`config.mk`:
```
export PLATFORM = sky130hd
export DESIGN_NAME = box_input_ctrl_flat
export DESIGN_NICKNAME = d
export VERILOG_FILES = /design/src/rtl/box_input_ctrl_if.sv /design/src/rtl/box_input_ctrl.sv /design/src/flat_wrapper.sv
export SDC_FILE = /design/constraint.sdc
export NUM_CORES = 1
export LEC_CHECK = 0
export CAP_MARGIN = 40
export CORE_MARGIN = 2
export CORE_UTILIZATION = 53
export CTS_CLUSTER_SIZE = 25
export DETAILED_ROUTE_END_ITERATION = 8
export PLACE_DENSITY = 0.7
export SLEW_MARGIN = 20
export SYNTH_ARGS = -nofsm -noshare
export SYNTH_HDL_FRONTEND = slang
export SYNTH_SLANG_ARGS = --single-unit
```
`constraint.sdc`:
```
create_clock -name clk -period 2.8 [get_ports clk]
set_input_delay 0.56 -clock clk [delete_from_list [all_inputs] [get_ports clk]]
set_output_delay 0.56 -clock clk [all_outputs]
set_load 0.02 [all_outputs]
```
`src/rtl/box_input_ctrl_if.sv`:
```
// Signal bundle between the board/VGA side and the box input controller.
// The controller is the slave: it takes buttons and frame_start and returns step pulses.
interface box_input_ctrl_if;
    logic       btn_up;
    logic       btn_down;
    logic       btn_left;
    logic       btn_right;
    logic       btn_mode;
    logic       frame_start;
    logic       move_up;
    logic       move_down;
    logic       move_left;
    logic       move_right;
    logic       mode;
    logic [3:0] pending;
    logic [7:0] repeat_state;

    modport master (
        output btn_up, btn_down, btn_left, btn_right, btn_mode, frame_start,
        input  move_up, move_down, move_left, move_right, mode, pending, repeat_state
    );

    modport slave (
        input  btn_up, btn_down, btn_left, btn_right, btn_mode, frame_start,
        output move_up, move_down, move_left, move_right, mode, pending, repeat_state
    );
endinterface

```
`src/rtl/box_input_ctrl.sv`:
```
// Button conditioning (sync, debounce, auto-repeat) and frame-aligned release of box steps.
// Handshake: frame_start is a one-cycle strobe; move_* are one-cycle registered pulses, no back-pressure.
module box_input_ctrl #(
    parameter int DEBOUNCE_CYC  = 250000,
    parameter int REPEAT_DELAY  = 12500000,
    parameter int REPEAT_PERIOD = 2500000
) (
    input  logic             clk,
    input  logic             rst_n,
    box_input_ctrl_if.slave  bus
);
    localparam int MAX_A = (DEBOUNCE_CYC > REPEAT_DELAY) ? DEBOUNCE_CYC : REPEAT_DELAY;
    localparam int MAX_P = (MAX_A > REPEAT_PERIOD) ? MAX_A : REPEAT_PERIOD;
    localparam int CW    = $clog2(MAX_P);

    localparam logic [CW-1:0] DB_LAST     = CW'(DEBOUNCE_CYC - 1);
    localparam logic [CW-1:0] DELAY_LOAD  = CW'(REPEAT_DELAY - 1);
    localparam logic [CW-1:0] PERIOD_LOAD = CW'(REPEAT_PERIOD - 1);

    typedef enum logic [1:0] {
        IDLE   = 2'd0,
        DELAY  = 2'd1,
        REPEAT = 2'd2
    } rep_state_t;

    // Bit order {mode, right, left, down, up}; the low four match pending/move order.
    logic [4:0]    raw;
    logic [4:0]    sync1;
    logic [4:0]    sync2;
    logic [4:0]    db;
    logic [CW-1:0] db_cnt [5];

    rep_state_t    state    [4];
    rep_state_t    state_nx [4];
    logic [CW-1:0] timer    [4];
    logic [CW-1:0] timer_nx [4];
    logic [3:0]    req;
    logic [3:0]    req_nx;

    logic          mode_db_q;
    logic          mode_rise;
    logic          mode_pend;
    logic          mode_q;
    logic [3:0]    pend;
    logic [3:0]    move_q;
    logic [3:0]    move_nx;
    logic          fs_take;

    assign raw = {bus.btn_mode, bus.btn_right, bus.btn_left, bus.btn_down, bus.btn_up};

    always_ff @(posedge clk or negedge rst_n) begin
        if (!rst_n) begin
            sync1 <= '0;
            sync2 <= '0;
            db    <= '0;
            for (int i = 0; i < 5; i++) db_cnt[i] <= '0;
        end else begin
            sync1 <= raw;
            sync2 <= sync1;
            for (int i = 0; i < 5; i++) begin
                if (sync2[i] == db[i]) begin
                    db_cnt[i] <= '0;
                end else if (db_cnt[i] == DB_LAST) begin
                    db[i]     <= sync2[i];
                    db_cnt[i] <= '0;
                end else begin
                    db_cnt[i] <= db_cnt[i] + 1'b1;
                end
            end
        end
    end

    // IDLE is only re-entered with db low, so db high while IDLE is a rising edge.
    always_comb begin
        req_nx = '0;
        for (int i = 0; i < 4; i++) begin
            state_nx[i] = state[i];
            timer_nx[i] = timer[i];
            case (state[i])
                IDLE: begin
                    if (db[i]) begin
                        req_nx[i]   = 1'b1;
                        timer_nx[i] = DELAY_LOAD;
                        state_nx[i] = DELAY;
                    end
                end
                DELAY, REPEAT: begin
                    if (!db[i]) begin
                        state_nx[i] = IDLE;
                    end else if (timer[i] == '0) begin
                        req_nx[i]   = 1'b1;
                        timer_nx[i] = PERIOD_LOAD;
                        state_nx[i] = REPEAT;
                    end else begin
                        timer_nx[i] = timer[i] - 1'b1;
                    end
                end
                default: state_nx[i] = IDLE;
            endcase
        end
    end

    always_ff @(posedge clk or negedge rst_n) begin
        if (!rst_n) begin
            req <= '0;
            for (int i = 0; i < 4; i++) begin
                state[i] <= IDLE;
                timer[i] <= '0;
            end
        end else begin
            req <= req_nx;
            for (int i = 0; i < 4; i++) begin
                state[i] <= state_nx[i];
                timer[i] <= timer_nx[i];
            end
        end
    end

    assign mode_rise = db[4] & ~mode_db_q;
    // A strobe right after an emitted pulse is held off so move_* can never repeat back to back.
    assign fs_take   = bus.frame_start & ~(|move_q);

    // Up/down cancellation is checked first; left/right only when up/down did not cancel.
    always_comb begin
        move_nx = '0;
        if (fs_take && !mode_pend) begin
            if (pend[0] && pend[1]) begin
                move_nx = {pend[3:2], 2'b00};
            end else if (pend[2] && pend[3]) begin
                move_nx = {2'b00, pend[1:0]};
            end else begin
                move_nx = pend;
            end
        end
    end

    // Requests arriving with the strobe are OR-ed in after the clear, so they wait a frame.
    always_ff @(posedge clk or negedge rst_n) begin
        if (!rst_n) begin
            mode_db_q <= 1'b0;
            mode_pend <= 1'b0;
            mode_q    <= 1'b0;
            pend      <= '0;
            move_q    <= '0;
        end else begin
            mode_db_q <= db[4];
            mode_pend <= (fs_take ? 1'b0 : mode_pend) | mode_rise;
            mode_q    <= mode_q ^ (fs_take & mode_pend);
            pend      <= (fs_take ? 4'b0000 : pend) | req;
            move_q    <= move_nx;
        end
    end

    assign bus.move_up      = move_q[0];
    assign bus.move_down    = move_q[1];
    assign bus.move_left    = move_q[2];
    assign bus.move_right   = move_q[3];
    assign bus.mode         = mode_q;
    assign bus.pending      = pend;
    assign bus.repeat_state = {state[3], state[2], state[1], state[0]};
endmodule

```
`src/flat_wrapper.sv`:
```
// flat-port wrapper written by rule: the top's interface ports become plain ports
module box_input_ctrl_flat 
#(
    parameter int DEBOUNCE_CYC  = 250000,
    parameter int REPEAT_DELAY  = 12500000,
    parameter int REPEAT_PERIOD = 2500000
)
  (clk, rst_n, bus_btn_up, bus_btn_down, bus_btn_left, bus_btn_right, bus_btn_mode, bus_frame_start, bus_move_up, bus_move_down, bus_move_left, bus_move_right, bus_mode, bus_pending, bus_repeat_state);
  box_input_ctrl_if bus_i ();
  input  logic clk;
  input  logic rst_n;
  input wire logic [$bits(bus_i.btn_up)-1:0] bus_btn_up;
  input wire logic [$bits(bus_i.btn_down)-1:0] bus_btn_down;
  input wire logic [$bits(bus_i.btn_left)-1:0] bus_btn_left;
  input wire logic [$bits(bus_i.btn_right)-1:0] bus_btn_right;
  input wire logic [$bits(bus_i.btn_mode)-1:0] bus_btn_mode;
  input wire logic [$bits(bus_i.frame_start)-1:0] bus_frame_start;
  output wire logic [$bits(bus_i.move_up)-1:0] bus_move_up;
  output wire logic [$bits(bus_i.move_down)-1:0] bus_move_down;
  output wire logic [$bits(bus_i.move_left)-1:0] bus_move_left;
  output wire logic [$bits(bus_i.move_right)-1:0] bus_move_right;
  output wire logic [$bits(bus_i.mode)-1:0] bus_mode;
  output wire logic [$bits(bus_i.pending)-1:0] bus_pending;
  output wire logic [$bits(bus_i.repeat_state)-1:0] bus_repeat_state;
  assign bus_i.btn_up = bus_btn_up;
  assign bus_i.btn_down = bus_btn_down;
  assign bus_i.btn_left = bus_btn_left;
  assign bus_i.btn_right = bus_btn_right;
  assign bus_i.btn_mode = bus_btn_mode;
  assign bus_i.frame_start = bus_frame_start;
  assign bus_move_up = bus_i.move_up;
  assign bus_move_down = bus_i.move_down;
  assign bus_move_left = bus_i.move_left;
  assign bus_move_right = bus_i.move_right;
  assign bus_mode = bus_i.mode;
  assign bus_pending = bus_i.pending;
  assign bus_repeat_state = bus_i.repeat_state;
  box_input_ctrl #(.DEBOUNCE_CYC(DEBOUNCE_CYC), .REPEAT_DELAY(REPEAT_DELAY), .REPEAT_PERIOD(REPEAT_PERIOD)) u_core (.clk(clk), .rst_n(rst_n), .bus(bus_i));
endmodule
```
* After elaboration in Yosys (flattened, before gate mapping)
Cells that the tools add are included.
Widths: inputs -> output; s select.
** Storage, ports and cells
- Input port bits :: 8
- Register bits :: 254
- Output and inout port bits :: 17
** Cells by class
- Equal/unequal tests :: 30
- Bitwise logic cells :: 13
- $add $sub $neg :: 9
- Reductions and logical operators :: 34
- Mux-type cells :: 63
** Operators by type and width (count)
- $mux 24 :: 22
- $pmux 24 s2 :: 4
- $add 24x1->24 const B :: 5
- $eq 24x18->1 const B :: 5
- $logic_not 24->1 :: 4
- $sub 24x1->24 const B :: 4
- $mux 2 :: 12
- $reduce_and 2->1 :: 9
- $mux 4 :: 4
- $ne 2x1->1 const B :: 8
- $pmux 2 s2 :: 4
- $mux 1 :: 13
- $ne 3x3->1 const B :: 4
- $reduce_and 3->1 :: 4
- $eq 2x1->1 const B :: 4
- $eq 2x2->1 const B :: 4
- $logic_not 2->1 :: 4
- $pmux 1 s2 :: 4
- $reduce_bool 2->1 :: 4
- $reduce_or 2->1 :: 4
- $not 1->1 :: 7
- $eq 1x1->1 :: 5
- $or 4x4->4 :: 1
- $reduce_or 4->1 :: 1
- 5 further kinds :: 9

* Logic depth before layout (Yosys ltp)
Gate-level depths: netlist of run 1.
- Word-level depth :: 5
- Gate-level depth with buffers :: 9
- Gate-level depth less buffers :: 7

* Worst setup path before layout of run 1
OpenSTA, ideal clock, no wires.
- Path kind :: flip-flop to flip-flop
- From :: register u_core.timer[87] in the netlist's numbering
- To :: register u_core.state (netlist bit u_core.bus.repeat_state[0])
- Clock period less this slack :: 2.441 ns
- Data required time :: 2.672 ns
- Buffers on the path :: 0
- Cell stages (with the launch flop) :: 6
- Path slack :: 0.359 ns
- Arrival :: 2.313 ns
- Cells stage by stage :: dfrtp_1 -> or4_4 -> or4b_4 -> o31a_4 -> mux2i_4 -> mux2_1
** On the way
- Word-level cells in the longest chain between the ends :: 3
** Ends and longest elaborated chain
- start, declared :: RTL line box_input_ctrl.sv:35 : logic [CW-1:0] timer [4];
- start signal, assigned by index :: RTL line box_input_ctrl.sv:114 : timer[i] <= timer_nx[i];
- $logic_not 24->1 :: RTL line box_input_ctrl.sv:90 : end else if (timer[i] == '0) begin
- $ne 3x3->1 (no line)
- $reduce_and 2->1 (no line)
- end signal, assigned by index :: RTL line box_input_ctrl.sv:113 : state[i] <= state_nx[i];
- end, declared :: RTL line box_input_ctrl.sv:33 : rep_state_t state [4];
No other way between the ends.
A chain may end at the register's enable or synchronous reset.

* Worst setup path in the final report of run 1
- From :: register u_core.timer[37] in the netlist's numbering
- To :: register u_core.timer[40] in the netlist's numbering
** On the way
- Word-level cells in the longest chain between the ends :: 4
- Elaborated cells on any way between the ends :: 5
** Ends and longest elaborated chain
- $sub 24x1->24 or $logic_not 24->1 (tied branches) :: RTL line box_input_ctrl.sv:95, box_input_ctrl.sv:90
- $mux 24 (*) :: RTL line box_input_ctrl.sv:90
- $mux 24 (*) :: RTL line box_input_ctrl.sv:88 : if (!db[i]) begin
- $pmux 24 s2 (*) :: RTL line box_input_ctrl.sv:79 : case (state[i])
Every way passes the cells marked *; elsewhere a longest branch is shown, timed or not. The select of a mux whose other input is x is not followed.

==> results summary, run 1 <==
Data arrives at the worst endpoint at approximately 3.0 ns. Setup repair after global routing left no endpoint under its margin. Of the total power, the clock network draws 0.487. The routed wire length is between 20000 and 30000 µm. The min-delay analysis places its worst path in the category reg -> reg.

The total power consumption of the routed design came out at roughly 7.6 mW. At the pin with the least slew margin, the transition time is about 0.74 ns. The largest fanout of any net on the critical path came out at 8. The count of cell types in the netlist is 76.

The clock latency on the worst-skew pair came out at about 0.54 ns. The tree is rooted in a clkbuf_16. Counting every instance in the synthesized netlist gives between 1k and 1.5k. The upper clock frequency limit came out at about 390 MHz. The post-cts gate resize count came out at 0. In this run the most critical hold path is launched from u_core.sync1[3]. The number of nets in the synthesized netlist is roughly 1.4k. The total half-perimeter wirelength after legalization and detailed placement is 17300 µm. The share of cells above drive strength 1 came out at 0.0844. In this run the critical register-to-register path is launched from u_core.timer[37]. The largest vdd supply drop is roughly 0.46 mV. After clock tree synthesis, the clock-pin slew on the worst setup and hold paths is approximately 0.06 ns. The flow ran to the end, and the final reports show no timing, DRC or antenna violations. The TritonCTS clock tree is done.

The via count normalized by instance count is around 5.7. Of the synthesized area, sequential elements account for 0.489. The y dimension of the die came out at between 150 and 200 µm. The worst register-to-register path ends at u_core.timer[40].

Leaving out fill and tap cells, the most frequent cell in the layout is dfrtp_1. Between clock sinks in the finished design, the worst skew comes to 0.0113 ns. The number of buffers added by the clock tree synthesis step came out at 28. The number of detailed-route iterations in the first pass came out at 7.

In the final design database the tool counted between 1k and 1.5k nets. The count of final setup violators is 0. The layout has approximately 2.1k filler cells. The worst setup path is captured at a register.

The via count of the first global-routing pass is about 9.6k. The weighted congestion at the end of routability-driven global placement is 0.831. Internal power comes to roughly 6.0 mW.

The count of final max-slew check failures came to 0. STA puts the critical path data required time at about 3.2 ns. The number of inserted diodes is 0. The primary flip-flop cell chosen by synthesis mapping is dfrtp_1. The number of post-CTS setup repair buffers is 0.

The placeable core region came out at 24200 µm². The number of cells on the worst reg-to-reg path is 6. The power density of the placed cells came out at between 500 and 600 nW/µm².

The portion of total power attributed to sequential cells came out at 0.490. The count of hold-fix buffers inserted at cts came out at 1. Port buffering added 24 buffers. The count of endpoints failing hold in the final timing report is 0. The wire length of the first global-routing pass is about 46000 µm.

The critical path class is reg -> reg. Each instance of the synthesized netlist takes up on average ~9.5 µm². Once layout is complete, the utilization of the core stands at 0.607. The area growth from synthesis to layout came out at 12.8%. The count of vias placed by the detailed router is 10.0k.

The number of max-cap violations came out at 0. The leakage power is between 6 and 7 nW. For this run, the number of Yosys warnings is 0.

The die covers 25800 µm². The combinational group share of total power is 0.022. The count of routing violations after the opening detailed-route iteration is ~860. The horizontal die dimension is about 160 µm. The top cell types in the final layout, fill and taps aside, are dfrtp_1 (254), nor2_1 (202), nand2_1 (87), xnor2_1 (79), nand3_1 (62). The effective utilization at floorplan came out at 0.538.

For this run, design rule violations remaining after detail routing come to 0. Synthesis inferred between 200 and 300 register bits. The internal reg-to-reg setup slack is 0.21 ns. The kind of start point of the critical path is a register.

The average wire per standard cell is roughly 15 µm. For this design the total switching power over the nets is around 1.6 mW. The largest net degree at the start of global routing came out at slightly above 70. The number of ports placed on the die boundary came out at 25. The mapped cell area came out at 13000 µm². The number of sinks driven by the clock tree came out at 254.

The total routing usage reported by global routing came out at 0.211. Headroom to the max-slew limit came out at 0.505. The total negative slack is 0 ns.

The initial antenna violation count is 0. The async set-reset flop share out of synthesis came out at 1.00. Summed over all layers, the global routing overflow is 0. The count of placed standard cells including taps came out at between 1.5k and 2k. Subtracting the final worst setup slack from the clock period gives 2.59 ns.

The clock passes through at most 3 buffers. The number of nets still failing antenna checks after routing came out at 0. The final period utilization is 0.925. The path with the worst hold slack has its endpoint at u_core.sync2[3]. The final cell count without fillers is approximately 1.7k. In this run, synthesis inferred 0 flip-flops with an integrated enable.

The number of levels in the clock H-tree is 1. The cell depth of the worst min-delay path came out at 0. The number of placement rows is 57. The fraction of power spent switching nets is 0.212.
synthesized netlist by cell type (8+ instances only):
| cell type | number | area [µm²] |
|---|---|---|
| dfrtp_1 | 254 | 6360 |
| nand2_1 | 87 | 327 |
| xor2_1 | 47 | 412 |
| ha_1 | 21 | 263 |
| a22o_1 | 8 | 70.1 |
| o21ai_1 | 20 | 100 |
| a21oi_1 | 39 | 195 |
| xnor2_1 | 79 | 692 |
| nor4_1 | 43 | 269 |
| inv_1 | 53 | 199 |
| o41ai_1 | 11 | 96.3 |
| clkbuf_1 | 50 | 188 |
| o21ai_0 | 58 | 290 |
| or2_2 | 10 | 62.6 |
| nor4b_1 | 8 | 70.1 |
| and3_1 | 15 | 93.8 |
| nor3_1 | 59 | 295 |
| nand4_1 | 38 | 238 |
| nor2_1 | 202 | 758 |
| o31ai_1 | 14 | 105 |
| and4_1 | 15 | 131 |
| or4_1 | 9 | 67.6 |
| or3_1 | 18 | 113 |
| nor3b_1 | 8 | 60.1 |
| a31oi_1 | 9 | 56.3 |
| and2_1 | 9 | 56.3 |
| nand3_1 | 62 | 310 |
critical path: stages, from the launching register on:
cell     delay (ns)
dfrtp_1        0.43
or4_4          0.57
or4b_1         0.67
o21ai_2        0.36
buf_4          0.21
nor4_1         0.06
a21o_1         0.17
final cells by class:
class,instances,area [µm²],area share
inverter,53,199,0.0136
clock inverter,14,149,0.0102
timing repair buffer,57,533,0.0363
clock buffer,36,782,0.0533
sequential,254,6360,0.433
tap,324,405,0.0276
multi-input combinational,1008,6240,0.426
flip-flops by register name (all words and copies together), names as in the netlist:
signal,cells
u_core.sync1,5
u_core.mode_db_q,1
u_core.bus.repeat_state,8
u_core.mode_pend,1
u_core.db,5
u_core.timer,96
u_core.bus.mode,1
u_core.db_cnt,120
u_core.sync2,5
u_core.bus.pending,4
u_core.req,4
u_core.move_q,4
through the flow:
stage | worst slack, ns | hold WS, ns | area (µm²)
2_1_floorplan | 0.359 | 0.264 | 13000
3_3_place_gp | 0.291 | 0.338 | 13700
3_5_place_dp | 0.224 | 0.339 | 13700
4_1_cts | 0.211 | 0.351 | 14700
5_1_grt | 0.0346 | 0.352 | 14700
6_report | 0.211 | 0.350 | 14700
how the worst max path moves through the flow:
stage,end,slack [ns],from,cells past startpoint
6_report,u_core.timer[40],0.21,u_core.timer[37],6
5_1_grt,u_core.timer[47],0.03,u_core.timer[28],5
4_1_cts,u_core.bus.repeat_state[4],0.21,u_core.timer[37],5
3_5_place_dp,u_core.bus.repeat_state[4],0.22,u_core.timer[37],5
3_3_place_gp,u_core.timer[40],0.29,u_core.timer[37],6
2_1_floorplan,u_core.bus.repeat_state[0],0.36,u_core.timer[87],5
routing by layer:
metal,share of wire,GRT usage,vias to the layer above
met1,0.49,0.312,4852
met5,0,0,-
met3,0.036,0.0276,37
li1,-,-,4939
met4,0.016,0.0487,0
met2,0.46,0.332,187
power groups by stage:
stage | clock network (mW) | logic (mW) | registers, mW
floorplan | 0 | 0.0581 | 3.79
global placement | 0 | 0.174 | 3.79
detailed placement | 0 | 0.176 | 3.79
CTS | 3.80 | 0.179 | 3.72
global route | 3.94 | 0.199 | 3.72
finish | 3.70 | 0.171 | 3.72
cell families after synthesis:
family                     after synthesis  synth area share
xor gates and xnor gates               126            0.0849
adders and majority gates               21            0.0202
AOI/OAI and AO/OA                      227             0.116
DFF                                    254             0.489
muxes                                   14            0.0135
buffers and inverters                  106            0.0313
and+or+nand+nor                        620             0.245
Note: power is estimated with default switching activity, not from simulation.
==> run 2, diff against run 1 <==
Settings changed: TNS_END_PERCENT set to 1.
==> results of run 2 <==
The final DEF is identical to that of run 1; final timing and power are the same.
